### config.mk
export PLATFORM = sky130hd
export DESIGN_NAME = multicycle_controller
export DESIGN_NICKNAME = d
export VERILOG_FILES = /design/src/rtl/multicycle_controller.sv
export SDC_FILE = /design/constraint.sdc
export NUM_CORES = 1
export LEC_CHECK = 0
export CORE_UTILIZATION = 36
export DETAILED_ROUTE_END_ITERATION = 12
export PLACE_DENSITY = 0.77
export SETUP_SLACK_MARGIN = 0.05
export SYNTH_ARGS = -nofsm -noshare
export SYNTH_HDL_FRONTEND = slang
export SYNTH_SLANG_ARGS = --single-unit
### constraint.sdc
create_clock -name clk -period 1.69 [get_ports clk]
set_input_delay 0.4225 -clock clk [delete_from_list [all_inputs] [get_ports clk]]
set_output_delay 0.4225 -clock clk [all_outputs]
set_load 0.005 [all_outputs]
### src/rtl/multicycle_controller.sv
`default_nettype none
// ============================================================================
// Module   : multicycle_controller
// Brief    : Multicycle ARM-subset sequencer with NZCV flags and condition
//            check. Define MEM_WAIT_EN to add the MemReady stall input.
// Revision : 1.0
// ============================================================================
module multicycle_controller #(
   parameter logic [3:0] CMP_CMD   = 4'b1010,
   parameter logic [3:0] SHIFT_CMD = 4'b1101
) (
   input  logic       clk,
   input  logic       reset,
`ifdef MEM_WAIT_EN
   input  logic       MemReady,
`endif
   input  logic [3:0] Cond,
   input  logic [1:0] Op,
   input  logic [5:0] Funct,
   input  logic [3:0] ALUFlags,
   output logic       PCWrite,
   output logic       AdrSrc,
   output logic       MemW,
   output logic       IRWrite,
   output logic       RegW,
   output logic [1:0] RegSrc,
   output logic [1:0] ImmSrc,
   output logic       ALUSrcA,
   output logic [1:0] ALUSrcB,
   output logic [1:0] ALUControl,
   output logic [1:0] ResultSrc,
   output logic       ShiftOp,
   output logic [3:0] Flags,
   output logic [3:0] State
);

   typedef enum logic [3:0] {
      S_FETCH  = 4'd0,
      S_DECODE = 4'd1,
      S_MEMADR = 4'd2,
      S_MEMRD  = 4'd3,
      S_MEMWB  = 4'd4,
      S_MEMWR  = 4'd5,
      S_EXECR  = 4'd6,
      S_EXECI  = 4'd7,
      S_ALUWB  = 4'd8,
      S_BRANCH = 4'd9
   } state_t;

   state_t     state_q, state_d;
   logic [3:0] flags_q, flags_d;
   logic       mem_ready;
   logic [3:0] cmd;
   logic       is_cmp, is_shift, cmd_known, cond_ex;
   logic [1:0] alu_ctrl;

`ifdef MEM_WAIT_EN
   assign mem_ready = MemReady;
`else
   assign mem_ready = 1'b1;
`endif

   assign cmd      = Funct[4:1];
   assign is_cmp   = (cmd == CMP_CMD);
   assign is_shift = (cmd == SHIFT_CMD);

   always_comb begin
      alu_ctrl  = 2'b00;
      cmd_known = 1'b1;
      case (cmd)
         4'b0100:   alu_ctrl = 2'b00;
         4'b0010:   alu_ctrl = 2'b01;
         CMP_CMD:   alu_ctrl = 2'b01;
         4'b0000:   alu_ctrl = 2'b10;
         4'b1100:   alu_ctrl = 2'b11;
         SHIFT_CMD: alu_ctrl = 2'b00;
         default:   cmd_known = 1'b0;
      endcase
   end

   // Flags layout is {N, Z, C, V}
   always_comb begin
      case (Cond)
         4'b0000: cond_ex = flags_q[2];
         4'b0001: cond_ex = ~flags_q[2];
         4'b1010: cond_ex = (flags_q[3] == flags_q[0]);
         4'b1100: cond_ex = ~flags_q[2] & (flags_q[3] == flags_q[0]);
         4'b1110: cond_ex = 1'b1;
         default: cond_ex = 1'b0;
      endcase
   end

   always_ff @(posedge clk) begin
      if (reset) begin
         state_q <= S_FETCH;
         flags_q <= 4'b0000;
      end else begin
         state_q <= state_d;
         flags_q <= flags_d;
      end
   end

   always_comb begin
      state_d    = state_q;
      flags_d    = flags_q;
      PCWrite    = 1'b0;
      AdrSrc     = 1'b0;
      MemW       = 1'b0;
      IRWrite    = 1'b0;
      RegW       = 1'b0;
      RegSrc     = 2'b00;
      ImmSrc     = 2'b00;
      ALUSrcA    = 1'b0;
      ALUSrcB    = 2'b00;
      ALUControl = 2'b00;
      ResultSrc  = 2'b00;
      ShiftOp    = 1'b0;
      case (state_q)
         S_FETCH: begin
            IRWrite   = mem_ready;
            PCWrite   = mem_ready;
            ALUSrcA   = 1'b1;
            ALUSrcB   = 2'b10;
            ResultSrc = 2'b10;
            if (mem_ready) state_d = S_DECODE;
         end
         S_DECODE: begin
            ALUSrcA   = 1'b1;
            ALUSrcB   = 2'b10;
            ResultSrc = 2'b10;
            RegSrc    = {(Op == 2'b01) & ~Funct[0], (Op == 2'b10)};
            if (Op == 2'b01)      ImmSrc = 2'b01;
            else if (Op == 2'b10) ImmSrc = 2'b10;
            if (!cond_ex) begin
               state_d = S_FETCH;
            end else begin
               case (Op)
                  2'b00: begin
                     if (Funct[5] || is_shift) state_d = S_EXECI;
                     else                      state_d = S_EXECR;
                  end
                  2'b01:   state_d = S_MEMADR;
                  2'b10:   state_d = S_BRANCH;
                  default: state_d = S_FETCH;
               endcase
            end
         end
         S_MEMADR: begin
            ALUSrcB   = 2'b01;
            ImmSrc    = 2'b01;
            RegSrc[1] = ~Funct[0];
            if (Funct[0]) state_d = S_MEMRD;
            else          state_d = S_MEMWR;
         end
         S_MEMRD: begin
            AdrSrc = 1'b1;
            if (mem_ready) state_d = S_MEMWB;
         end
         S_MEMWB: begin
            RegW      = 1'b1;
            ResultSrc = 2'b01;
            state_d   = S_FETCH;
         end
         S_MEMWR: begin
            AdrSrc = 1'b1;
            MemW   = mem_ready;
            RegSrc = 2'b10;
            if (mem_ready) state_d = S_FETCH;
         end
         S_EXECR, S_EXECI: begin
            ALUSrcB    = (state_q == S_EXECI) ? 2'b01 : 2'b00;
            ALUControl = alu_ctrl;
            ShiftOp    = is_shift;
            if (Funct[0] || is_cmp) flags_d = ALUFlags;
            if (is_cmp) state_d = S_FETCH;
            else        state_d = S_ALUWB;
         end
         S_ALUWB: begin
            RegW    = cmd_known;
            ShiftOp = is_shift;
            state_d = S_FETCH;
         end
         S_BRANCH: begin
            ALUSrcA   = 1'b1;
            ALUSrcB   = 2'b01;
            ImmSrc    = 2'b10;
            ResultSrc = 2'b10;
            PCWrite   = 1'b1;
            state_d   = S_FETCH;
         end
         default: state_d = S_FETCH;
      endcase
      // An aborted instruction must not leave a partial architectural write
      if (reset) begin
         PCWrite = 1'b0;
         MemW    = 1'b0;
         IRWrite = 1'b0;
         RegW    = 1'b0;
      end
   end

   assign Flags = flags_q;
   assign State = state_q;

endmodule
`default_nettype wire

==> results_dict.tcl <==
set metrics [dict create \
    outcome "complete, but fails checks" \
    violations "setup timing" \
    drive_gt1_frac 0.593 \
    hpwlAfterDp_mm 2.07 \
    io_buffers 42 \
    drcViolationCount 0 \
    min_period_ps 1870 \
    via_count 1154 \
    core-area_sq_um 1780 \
    avgSynthCellArea_sq_um 8.02 \
    wl_per_cell_um 19.8 \
    grt_pass1_vias 990 \
    syn_area_sq_um 706 \
    die_w_um 46.3 \
    power.leakage_nw 0.745 \
    gp_congestion 0.813 \
    p_per_area_nw_per_um2 421 \
    hp-start "Flags[1]$_SDFFE_PP0P_" \
    fin_skew_ps 7.96 \
    first_iter_violations 45 \
    r2r_start "State[0]$_SDFF_PP0_" \
    hold_violations 0 \
    multi_input_area_sq_um 638 \
    clockBufferDepth 2 \
    hold_buffers 0 \
    grt_setup_unrepaired "yes" \
    min_path_cells 2 \
    synth_top_area_cell "dfxtp_1" \
    root_buffer "clkbuf_4" \
    die_h_um 46.3 \
    cts_tree "built" \
    start_util 0.396 \
    grt_start_max_net_pins 9 \
    drtPass1Iterations 4 \
    cts_sinks 8 \
    crit_arrival_ps 1440 \
    ir_drop_uv 568 \
    yosys-top-cells-count "9 x nor2_1, 8 x dfxtp_1, 5 x nand2_1, 5 x nor3_1" \
    synth_edf_count 0 \
    seq_area_frac_synth 0.227 \
    nets 192 \
    fin_ws_ps -176 \
    drt_wl_total_mm 3.90 \
    seq_area_sq_um 175 \
    cts_max_level 1 \
    required_ps 1270 \
    ant_nets 0 \
    async_flop_share 0 \
    n_antenna_cell 0 \
    ff2ff_path_depth 11 \
    worstMarginPinSlew_ps 453 \
    cts_buffers 3 \
    crit_type "reg2out" \
    fillers 76 \
    yosys_warnings 0 \
    syn_inst 88 \
    r2r-end "State[1]$_SDFF_PP0_" \
    io-pin-count 43 \
    grt.overflow.total 0 \
    synth_area_leaders "dfxtp_1 23%, mux2i_1 5.7%, nor2_1 4.8%, nor3_1 3.5%, a211oi_1 3.2%" \
    syn-num-nets 106 \
    synthFlopType "dfxtp_1" \
    yosysTopAreaCellShare 0.227 \
    hold_path_end "Flags[1]$_SDFFE_PP0P_" \
    antenna_found_initial 0 \
    r2r_setup_slack_ps 150 \
    hold_path_class "reg2reg" \
    via_per_inst 5.86 \
    drv_slew 0 \
    clk_pin_slew_ps 50 \
    synth.most_common_cell "nor2_1" \
    grt_usage 0.311 \
    ys_ff_latch 8 \
    power_mw 0.679 \
    final_core_util 0.905 \
    crit_path_start_kind "register" \
    relSlewSlack 0.697 \
    cp-end-kind "primary output" \
    die_area_sq_um 2140 \
    post-route-period-util 1.10 \
    area_delta_synth_final_pct 129 \
    maxCapViolCount 0 \
    path_max_fanout 5 \
    clock_latency_ps 260 \
    yosysUniqueCellTypes 44 \
    row_count 15 \
    report.final.setup_viol 13 \
    fmax_mhz 536 \
    grt_pass1_wl_mm 4.59 \
]
## state kept, by name (all words and copies together) (netlist names)
register  count
Flags         4
State         4
## cell type report
type                    instances  share of cell area
repair buffers                 86               0.449
inverters                       4              0.0140
flip-flops and latches          8               0.109
clock buffers                   3              0.0140
multi-input cells              71               0.395
well taps                      25              0.0194
## critical path: stages, from the launching register on
cell and delay [ps]:
dfxtp_4 370, buf_12 120, inv_8 40, a211oi_4 260, buf_4 150, o211a_1 130, buf_2 110
## routing by layer
metal  wire [um]  up-vias  track usage
li1            -      498            -
met2        2000       77        0.530
met3         322       16       0.0706
met1        1440      563        0.383
met4         131        0       0.0941
met5           0        -            0
## stage by stage
step	hold WS [ps]	worst slack [ps]	instances	instance area, sq um	setup TNS [ps]
floorplan	488	64.4	88	706	0
global placement	484	-946	176	1330	-9000
detailed placement	491	-1110	176	1330	-10010
CTS	508	-178	193	1510	-1150
global route	594	-231	197	1610	-1950
finish	574	-176	197	1610	-1370
## kinds of logic (layout without fill, tap and decap cells)
logic type,Yosys count,in the layout,share of synthesized area
compound gates,22,22,0.238
xor+xnor,4,4,0.0497
buf+inv,9,93,0.0745
flops,8,8,0.227
mux,5,5,0.0727
simple gates,40,40,0.339
## how the worst max path moves through the flow
| stage | from | endpoint | slack (ps) | depth (start not counted) |
|---|---|---|---|---|
| final | State[0]$_SDFF_PP0_ | PCWrite | -180 | 6 |
| after global placement | Funct[1] | RegW | -950 | 6 |
| after CTS | State[2]$_SDFF_PP0_ | PCWrite | -180 | 6 |
| after global routing | State[0]$_SDFF_PP0_ | PCWrite | -230 | 6 |
| after detailed placement | Funct[1] | RegW | -1110 | 6 |
| after floorplan | State[2]$_SDFF_PP0_ | RegW | 60 | 5 |
## power breakdown
part	switching (mW)	internal (mW)	leakage [nW]
clock network	0.0707	0.0817	0.0138
registers	0.00758	0.190	0.0677
logic	0.145	0.184	0.664
total	0.224	0.455	0.745
## placed cells by master (no fill, tap or decap), types with 3 or more instances in the layout
master            n
dfxtp_4           4
clkdlybuf4s50_1  14
dlygate4sd2_1     7
o21ai_2           3
dfxtp_1           4
buf_6            12
mux2i_1           4
nor2_1            7
o21ai_1           3
buf_4            32
nand2_1           4
nand2b_4          3
nor3_2            3
inv_1             3
buf_2            16
clkbuf_4          4
## timing repair
action | CTS | global route
resized for setup | 131 | 21
setup buffers | 14 | 6
pin swaps | 16 | 11
setup endpoints to repair | 25 | 17
Note: power is estimated with default switching activity, not from simulation.
